===== src/rtl/cdb_arbiter.sv =====
// Round-robin arbiter for the Common Data Bus: grants at most one execution-unit
// result per cycle and registers it onto the bus the following cycle.
module cdb_arbiter #(
    parameter int N      = 4,
    parameter int TAG_W  = 6,
    parameter int DATA_W = 32,
    localparam int PTR_W = (N > 1) ? $clog2(N) : 1
) (
    input  logic                clk,
    input  logic                rst,
    input  logic [N-1:0]        req,
    input  logic [N*TAG_W-1:0]  req_tag,
    input  logic [N*DATA_W-1:0] req_data,
    input  logic [N-1:0]        req_branch,
    input  logic [N-1:0]        req_branch_taken,
    input  logic [N-1:0]        req_jalr,
    input  logic [N-1:0]        req_store_pc,
    output logic [N-1:0]        grant,
    output logic                cdb_valid,
    output logic [TAG_W-1:0]    cdb_tag,
    output logic [DATA_W-1:0]   cdb_data,
    output logic                cdb_branch,
    output logic                cdb_branch_taken,
    output logic                cdb_jalr,
    output logic                cdb_store_pc,
    output logic [PTR_W-1:0]    rr_ptr
);

    logic [PTR_W-1:0]  rr_ptr_q, rr_ptr_d;
    logic [PTR_W-1:0]  gidx, cand;
    logic              found;
    logic              valid_q, valid_d;
    logic [TAG_W-1:0]  tag_q, tag_d;
    logic [DATA_W-1:0] data_q, data_d;
    logic              br_q, br_d, bt_q, bt_d, jalr_q, jalr_d, spc_q, spc_d;

    // Search starts at rr_ptr and wraps; first requester wins. Reset blocks all grants.
    always_comb begin
        gidx  = '0;
        cand  = '0;
        found = 1'b0;
        for (int k = 0; k < N; k++) begin
            cand = PTR_W'((int'(rr_ptr_q) + k) % N);
            if (!found && !rst && req[cand]) begin
                found = 1'b1;
                gidx  = cand;
            end
        end
        grant = '0;
        if (found) grant[gidx] = 1'b1;
    end

    always_comb begin
        rr_ptr_d = rr_ptr_q;
        valid_d  = 1'b0;
        tag_d    = '0;
        data_d   = '0;
        br_d     = 1'b0;
        bt_d     = 1'b0;
        jalr_d   = 1'b0;
        spc_d    = 1'b0;
        if (found) begin
            rr_ptr_d = (int'(gidx) == N - 1) ? '0 : gidx + 1'b1;
            valid_d  = 1'b1;
            tag_d    = req_tag[int'(gidx)*TAG_W +: TAG_W];
            data_d   = req_data[int'(gidx)*DATA_W +: DATA_W];
            br_d     = req_branch[gidx];
            // Taken is only meaningful for a branch result.
            bt_d     = req_branch[gidx] & req_branch_taken[gidx];
            jalr_d   = req_jalr[gidx];
            spc_d    = req_store_pc[gidx];
        end
    end

    always_ff @(posedge clk) begin
        if (rst) begin
            rr_ptr_q <= '0;
            valid_q  <= 1'b0;
            tag_q    <= '0;
            data_q   <= '0;
            br_q     <= 1'b0;
            bt_q     <= 1'b0;
            jalr_q   <= 1'b0;
            spc_q    <= 1'b0;
        end else begin
            rr_ptr_q <= rr_ptr_d;
            valid_q  <= valid_d;
            tag_q    <= tag_d;
            data_q   <= data_d;
            br_q     <= br_d;
            bt_q     <= bt_d;
            jalr_q   <= jalr_d;
            spc_q    <= spc_d;
        end
    end

    assign rr_ptr           = rr_ptr_q;
    assign cdb_valid        = valid_q;
    assign cdb_tag          = tag_q;
    assign cdb_data         = data_q;
    assign cdb_branch       = br_q;
    assign cdb_branch_taken = bt_q;
    assign cdb_jalr         = jalr_q;
    assign cdb_store_pc     = spc_q;

endmodule


===== config.mk =====
export PLATFORM = sky130hd
export DESIGN_NAME = cdb_arbiter
export DESIGN_NICKNAME = d
export VERILOG_FILES = /design/src/rtl/cdb_arbiter.sv
export SDC_FILE = /design/constraint.sdc
export NUM_CORES = 1
export LEC_CHECK = 0
export ABC_AREA = 1
export CAP_MARGIN = 40
export CORE_UTILIZATION = 35
export DETAILED_ROUTE_END_ITERATION = 12
export PLACE_DENSITY_LB_ADDON = 0.05
export SLEW_MARGIN = 20
export SYNTH_ARGS = -nofsm -noshare
export SYNTH_HDL_FRONTEND = slang
export SYNTH_SLANG_ARGS = --single-unit
export TNS_END_PERCENT = 100

===== constraint.sdc =====
create_clock -name clk -period 2.8 [get_ports clk]
set_input_delay 0.28 -clock clk [delete_from_list [all_inputs] [get_ports clk]]
set_output_delay 0.28 -clock clk [all_outputs]
set_load 0.01 [all_outputs]

**After elaboration in Yosys (flattened, before gate mapping)**

Cells that the tools add are included.

- Shift-type cells: 2
- Magnitude comparators: 6
- Reduce and logical (&&, ||, !) cells: 13
- Bitwise operators: 2
- Mux-type cells: 29
- Add/sub/neg operators: 4
- Equality and inequality tests: 1
- Multiply operators: 1

Operator list:

| operator | count |
|---|---|
| 128-bit by 8-bit variable part select with 32-bit output | 1 |
| 24-bit by 6-bit variable part select with 6-bit output | 1 |
| 1-bit binary-select mux with 2-bit select | 8 |
| 2-bit by 3-bit < comparator with 1-bit output, second input constant | 5 |
| 1-bit two-way mux | 14 |
| 2-bit two-way mux | 5 |
| 1-bit logical AND | 8 |
| 2-bit by 1-bit adder with 2-bit output, second input constant | 2 |
| 2-bit adder, second input constant | 2 |
| 1-bit logical NOT | 4 |
| 2-bit by 2-bit multiplier with 4-bit output, second input constant | 1 |
| 4-bit two-way mux | 1 |
| 1-bit demux with 2-bit select | 1 |
| 2-bit by 1-bit == test with 1-bit output, second input constant | 1 |
| 2-bit by 1-bit >= comparator with 1-bit output, second input constant | 1 |
| 2-bit OR reduction | 1 |
| 1-bit bitwise AND | 1 |
| 1-bit inverter | 1 |

- Logic and storage cells: 66
- Flip-flop bits (word level): 45
- Output and inout bits: 49
- Input port bits: 174

**Longest topological paths before layout**

- Depth after elaboration: 21
- Depth in mapped cells: 16
- Depth with buffers taken out: 14

**Worst setup path after synthesis**

Ideal clock, no wire load.

- Kind: register -> register
- Start point: register rr_ptr_q[0], in the netlist rr_ptr[0]
- End point: register rr_ptr_q[1], in the netlist rr_ptr[1]
- Cell stages (with the launch flop): 15
- Clock period less this slack: 2078 ps
- Arrival time: 1947 ps
- Path buffers: 2
- Required time: 2669 ps
- Library setup time: 131 ps
- Slack: 722 ps
- Cells stage by stage: dfxtp_1 buf_6 nand2_2 nand2_2 nand2_2 nand2_4 nand3_1 nor2_1 nand2_1 nand2_1 nand2_2 buf_4 ha_1 o21ai_0 a21oi_1

- Longest elaborated chain between the ends: 18
- Elaborated cells on any way between the ends: 32
- Those cells by class: add/sub (4); eq/ne (1); mux (17); reduce/logical (10)

Ends and longest elaborated chain:

| element | RTL line | source |
|---|---|---|
| from (decl) | 29 | `logic [PTR_W-1:0] rr_ptr_q, rr_ptr_d;` |
| from (signal assigned) | 86 | `rr_ptr_q <= rr_ptr_d;` |
| 1-bit binary-select mux with 2-bit select | 44 | `if (!found && !rst && req[cand]) begin` |
| 1-bit two-way mux (not written as such) | 44 |  |
| 1-bit logical AND | 44 |  |
| 1-bit two-way mux | 44 |  |
| 1-bit logical NOT | 44 |  |
| 1-bit logical AND (2 in series) | 44 |  |
| 1-bit two-way mux | 44 |  |
| 1-bit logical NOT | 44 |  |
| 1-bit logical AND (2 in series) | 44 |  |
| 1-bit two-way mux | 44 |  |
| 1-bit logical NOT | 44 |  |
| 1-bit logical AND (2 in series) | 44 |  |
| 2-bit two-way mux | 44 |  |
| 2-bit by 1-bit adder with 2-bit output / 2-bit by 1-bit == test with 1-bit output (equally long branches) | 63 | `rr_ptr_d = (int'(gidx) == N - 1) ? '0 : gidx + 1'b1;` |
| 2-bit two-way mux | 63 |  |

Several ways; a longest one is shown, not always the timed one. The select of a mux whose other input is x is not followed.
A chain may end at the register's enable or synchronous reset.

**Final worst setup path**

- Start point: register rr_ptr_q[0], in the netlist rr_ptr[0]
- End point: output port grant[1]

- Longest elaborated chain between the ends: 21
- Elaborated cells on any way between the ends: 35
- Those cells by class: add/sub (3); order compare (2); mux (19); reduce/logical (11)

Ends and longest elaborated chain:

| element | RTL line | source |
|---|---|---|
| 1-bit binary-select mux with 2-bit select | 44 |  |
| 1-bit two-way mux (not written as such) | 44 |  |
| 1-bit logical AND | 44 |  |
| 1-bit two-way mux | 44 |  |
| 1-bit logical NOT | 44 |  |
| 1-bit logical AND (2 in series) | 44 |  |
| 1-bit two-way mux | 44 |  |
| 1-bit logical NOT | 44 |  |
| [3 not listed] | -- |  |
| 1-bit logical NOT | 44 |  |
| 1-bit logical AND (2 in series) | 44 |  |
| 2-bit two-way mux | 44 |  |
| 2-bit by 3-bit < comparator with 1-bit output (not written as such) / 2-bit by 1-bit >= comparator with 1-bit output (equally long branches) | 50 | `if (found) grant[gidx] = 1'b1;` |
| 1-bit logical AND (not written as such) | 50 |  |
| 1-bit two-way mux (not written as such) | 50 |  |
| 1-bit demux with 2-bit select | 50 |  |
| 4-bit two-way mux (*) | 50 |  |
| to (decl) | 18 | `output logic [N-1:0] grant,` |

Every way passes the cells marked *; elsewhere a longest branch is shown, timed or not. The select of a mux whose other input is x is not followed.

==> flow_summary.json <==
{
  "status": "finished, final reports clean",
  "syn_avg_cell_area_um2": 5.63,
  "finalSetupTns_ns": 0,
  "rsz0062_at_grt": "false",
  "hp-class": "reg2reg",
  "clkSinkCount": 45,
  "final_antenna_net_count": 0,
  "wl_per_cell_um": 11.9,
  "path_delay_family": "simple AND/OR/NAND/NOR gates",
  "ys_warn_count": 0,
  "critical-path-max-stage-delay_ns": 0.58,
  "drcViolationCount": 0,
  "start_util_pct": 36.1,
  "drive_above_1_share_pct": 4.78,
  "cp.arrival_ns": 2.34,
  "hold_depth": 2,
  "grt_pass1_vias": 3679,
  "reg2reg_depth": 15,
  "num-nets-final": 1010,
  "critical_path.cell_chain": "buf_6 > nand2_1 > nand2_1 > nand2_2 > nand2_4 > nand4_1 > nand2_2 > nand2_4 > nand2_8 > inv_6 > nor2_1 > clkdlybuf4s50_1",
  "diodes": 0,
  "powerDensity_mw_per_mm2": 916,
  "drt_iter0_markers": 153,
  "clk_path_buf_depth": 2,
  "syn_nets": 802,
  "numCtsBuffers": 5,
  "grt.overflow.total": 0,
  "area_growth_syn_to_layout_pct": 66.1,
  "tightest_slew_ns": 0.568,
  "relSlewSlack_pct": 62.1,
  "antenna_found_initial": 0,
  "dp_cells": 960,
  "ir_drop_mv": 0.568,
  "cts_root_buffer": "clkbuf_8",
  "synthMuxAreaShare_pct": 0,
  "first_pass_iters": 4,
  "io_pins": 223,
  "vias_per_cell": 4.40,
  "postRouteWirelength_mm": 11.5,
  "worst_path_max_delay_cell": "clkdlybuf4s50_1",
  "post-route-period-util_pct": 93.6,
  "portBuffers": 222,
  "crit_fanout": 9,
  "synthCells": 627,
  "slew_violations": 0,
  "setup_viol": 0,
  "fin_skew_ns": 0.00412,
  "worstSetupEndpointType": "output pin",
  "synth_adder_area_share_pct": 0.355,
  "yosysUniqueCellTypes": 27,
  "synth_compound_area_share_pct": 6.77,
  "insertion_delay_ns": 0.30,
  "track_usage_pct": 20.6,
  "grt_max_degree": 81,
  "dp_hpwl_mm": 8.43,
  "drv_cap": 0,
  "synthXorXnorAreaFrac_pct": 0,
  "die_area_mm2": 0.0105,
  "die_x_um": 102,
  "die_h_um": 102,
  "synth_top_family_by_area": "simple AND/OR/NAND/NOR gates",
  "ys_seq_area_share_pct": 25.5,
  "synth_simple_gate_area_share_pct": 40.6,
  "grt_pass1_wl_mm": 16.8,
  "fin_cells": 969,
  "netlist_area_mm2": 0.00353,
  "finalCriticalPeriod_ns": 2.62,
  "cts_tree": "yes",
  "fmax_ghz": 0.382,
  "hold_violations": 0,
  "yosys_register_bits": 45,
  "cp.buffers_inverters": 3,
  "core_mm2": 0.00977,
  "required_ns": 2.52,
  "crit_type": "reg2out",
  "cp_num_cells": 12,
  "cts.reportedPaths.clkPinSlew_ns": 0.09,
  "num_vias": 4263,
  "routabilityCongestion": 0.894,
  "placementRows": 36,
  "h-tree-depth": 2,
  "cp-start-kind": "register",
  "p_leak_nw": 3.16
}
## metal layers
metal	vias to the layer above	routed length, um	GRT usage, %
li1	2241	-	-
met1	1864	4730	22.8
met2	147	5590	38.0
met3	11	965	5.47
met4	0	211	6.92
met5	-	0	0
## power by group
group	leakage [nW]	internal (mW)	switching, mW
combinational	2.74	1.61	2.34
sequential	0.375	0.921	0.0902
clock	0.0450	0.174	0.230
total	3.16	2.70	2.66
## cells by family after synthesis
kind of cell | after synthesis
buf+inv | 212
simple gates | 322
compound gates | 47
fa+ha+maj | 1
flops | 45
## tightest hold or removal path, cell delays in order (launching register included)
cell,delay [ns]
dfxtp_2,0.39
inv_4,0.11
a21oi_1,0.06
## Yosys cell counts, drive strengths merged
library cell | instances | share of area (%)
a21oi | 43 | 6.1
buf | 27 | 6.8
clkbuf | 4 | 0.43
dfxtp | 45 | 26
ha | 1 | 0.35
inv | 181 | 19
nand2 | 213 | 24
nand3 | 97 | 14
nand3b | 1 | 0.21
nand4 | 2 | 0.78
nor2 | 7 | 1.0
nor3 | 2 | 0.43
o21ai | 4 | 0.67
## worst paths after layout
path	to	start	slack, ns
worst max register to register	cdb_branch_taken	rr_ptr[0]	0.48
worst min register to register	rr_ptr[1]	rr_ptr[1]	0.60
worst min-delay path	rr_ptr[1]	rr_ptr[1]	0.60
worst max-delay path	grant[1]	rr_ptr[0]	0.18
## placed cells by master, fill, tap and decap left out
cell / netlist / layout
a21oi_1: 43 / 43
nand2_4: 3 / 4
clkdlybuf4s50_1: 0 / 219
nand2_1: 200 / 200
nand4_4: 1 / 1
o21ai_0: 2 / 2
nand2_8: 1 / 1
nand2_2: 9 / 8
ha_1: 1 / 1
clkinv_2: 0 / 2
dfxtp_4: 0 / 1
dlygate4sd2_1: 0 / 1
buf_12: 0 / 1
nor2_4: 1 / 2
dlymetal6s2s_1: 0 / 2
inv_1: 178 / 178
buf_4: 5 / 8
nor2_1: 5 / 5
o21ai_1: 1 / 1
nand3b_1: 1 / 1
clkbuf_8: 0 / 5
inv_4: 1 / 2
clkbuf_1: 4 / 1
nand4_1: 1 / 1
o21ai_2: 1 / 1
dfxtp_1: 45 / 43
nor3_1: 1 / 1
buf_6: 15 / 1
nor3_4: 0 / 1
inv_6: 1 / 1
dfxtp_2: 0 / 1
nand3_1: 97 / 97
## sequential cells by signal, summed over array words and instances, names as in the netlist
name / count
cdb_data: 32
cdb_branch_taken: 1
cdb_tag: 6
cdb_branch: 1
cdb_store_pc: 1
rr_ptr: 2
cdb_jalr: 1
cdb_valid: 1
## metrics by stage
step	hold slack, ns	power (mW)	setup WS (ns)	util (%)	cell area, um2
final	0.598	5.37	0.179	60.0	5860
after global routing	0.623	5.89	0.0266	60.0	5860
after CTS	0.593	5.44	0.0260	59.8	5850
after detailed placement	0.663	5.00	0.0801	58.8	5750
after global placement	0.688	4.94	0.126	58.8	5750
after floorplan	0.349	3.88	0.722	-	3530
## area by class of cell
| type | instances | area [um2] |
|---|---|---|
| Clock buffer | 6 | 72.6 |
| Clock inverter | 2 | 10.0 |
| Fill cell | 976 | 3910 |
| Inverter | 181 | 689 |
| Multi-Input combinational cell | 370 | 1700 |
| Sequential cell | 45 | 906 |
| Tap cell | 133 | 166 |
| Timing Repair Buffer | 232 | 2320 |
## repair_timing
action	4_1_cts	5_1_grt
pin swaps	1	1
endpoints found under the setup margin	2	3
hold endpoints to repair	0	0
resized for setup	5	4
hold buffers	0	0
buffers inserted	1	0
Note: power is estimated with default switching activity, not from simulation.
==> variant: new RTL, same flow settings <==
Take the reset off `data_q` and load it in a clocked block of its own.
--- a/src/rtl/cdb_arbiter.sv
+++ b/src/rtl/cdb_arbiter.sv
@@ -78,5 +78,4 @@
             valid_q  <= 1'b0;
             tag_q    <= '0;
-            data_q   <= '0;
             br_q     <= 1'b0;
             bt_q     <= 1'b0;
@@ -87,5 +86,4 @@
             valid_q  <= valid_d;
             tag_q    <= tag_d;
-            data_q   <= data_d;
             br_q     <= br_d;
             bt_q     <= bt_d;
@@ -93,4 +91,8 @@
             spc_q    <= spc_d;
         end
+    end
+
+    always_ff @(posedge clk) begin
+        data_q <= data_d;
     end
 
Behaviour: unchanged (equiv_simple and equiv_induct, registers matched by name and starting in step).
==> variant against the original RTL <==
Clock power grew 30%; wire length is 1.8% lower; sequential cell count unchanged; synthesized area fell by 6.6%; total power rose by 1.8%; final area fell by 2.4%; worst setup slack improved by 0.27 ns; die area down 6.4%; largest cell class unchanged.
==> variant: results (changes against the original RTL) <==
stage	metric	value	unit	change
power	leakage	2.99	nW	-5.2%
layout	nets	965		-4.5%
layout	layout cells sized above 1	0.0506		+0.00272
outcome	status	finished, final reports clean		
critical_path	crit path DAT	2.07	ns	-0.27 ns
critical_path	reg2reg setup slack	0.54	ns	+0.06 ns
routing	Detailed Route Iter0 Violations	125		-18%
layout	fillers	896		-8.2%
grt	Global Route Usage Sum	0.226		+0.0196
grt	pin count of the biggest net entering global routing	57		-30%
routing	via count	4166		-2.3%
place	GP Congestion	0.919		+2.8%
place	pre-CTS WS	0.0949	ns	+0.0149 ns
sta	headroom to the max-slew limit	0.622		+0.00145
clock_tree	clock buffer depth	2		unchanged
grt	vias in the first global route	3876		+5.4%
critical_path	crit-path max FO	10		+1
grt	antenna violations before repair	0		unchanged
routing	first drt pass iteration count	4		unchanged
grt	wire length of the first global-routing pass	18000	µm	+7.0%
power	Max VDD drop	655	µV	+15%
critical_path	FF-to-FF End	cdb_data[30]		
routing	Avg WL per Cell	12.5	µm	+5.5%
critical_path	R2R cell count	13		-2
sta	Clock Skews	0.00992	ns	+0.00579 ns
synth	largest cells by area after synthesis	dfxtp_1 (27%), nand2_1 (23%), inv_1 (15%)		
synth	Synth Net Count	754		-6.0%
synth	Synth top cells by count	nand2_1 (204), inv_1 (130), nand3_1 (83)		
layout	max reg flops	32		unchanged
sta	hold slack final	0.589	ns	-0.00984 ns
place	HPWL after DPL	8510	µm	+1.0%
## variant: cell type report
class,count,share of cell area
clock inverters,1,0.00525
repair buffers,235,0.407
well taps,111,0.0243
flip-flops and latches,45,0.159
clock buffers,7,0.0151
multi-input cells,370,0.301
inverters,133,0.0881
## variant: logic make-up after synthesis
group	count (synthesis)	synth area share
compound gates	47	0.0805
buf+inv	164	0.208
flops	45	0.273
simple gates	322	0.435
fa+ha+maj	1	0.00379
## variant: what timing repair did
action / CTS / global route
setup buffers: 0 / 0
gates resized for setup: 2 / 7
hold buffers: 0 / 0
endpoints found under the setup margin: 4 / 4
pin swaps: 0 / 0
hold endpoints to repair: 0 / 0
## variant: worst max-delay path, cell delays in order, from the launching register on
cell            delay (ns)
dfxtp_4               0.39
inv_4                 0.11
nand2_1               0.06
nand2_1               0.12
nand2_2               0.09
nand2_4               0.09
nand3_1               0.07
nor2_1                0.13
nand2_1               0.07
nand2_1               0.08
nand2_2               0.09
ha_1                  0.19
nand2_1               0.06
inv_1                 0.03
dlymetal6s2s_1        0.18
## variant: power breakdown
| group | switching [mW] | leakage (nW) | internal (mW) |
|---|---|---|---|
| logic | 2.29 | 2.56 | 1.61 |
| clock network | 0.232 | 0.0585 | 0.292 |
| registers | 0.107 | 0.376 | 0.928 |
| total | 2.63 | 2.99 | 2.83 |
## variant: worst max-delay path by stage
| stage | from | to | slack [ns] | depth (start not counted) |
|---|---|---|---|---|
| global placement | req[2] | grant[3] | 0.17 | 14 |
| global route | rr_ptr[0] | grant[3] | 0.23 | 13 |
| detailed placement | req[0] | grant[3] | 0.09 | 14 |
| CTS | rr_ptr[0] | grant[3] | 0.01 | 12 |
| floorplan | rr_ptr[0] | rr_ptr[1] | 0.72 | 14 |
| finish | rr_ptr[0] | grant[3] | 0.45 | 14 |
## variant: per-stage QoR
stage	power, mW	instances	cell area [µm²]
finish	5.46	902	5720
CTS	5.52	902	5700
global route	6.01	902	5720
floorplan	3.61	579	3300
global placement	4.91	894	5580
detailed placement	4.98	894	5580
## variant: layer usage
metal  up-vias  GRT usage  part of all wire
li1       2153          -                 -
met1      1841      0.253              0.41
met2       158      0.430              0.50
met3        14     0.0475             0.079
met4         0     0.0600             0.014
met5         -          0                 0
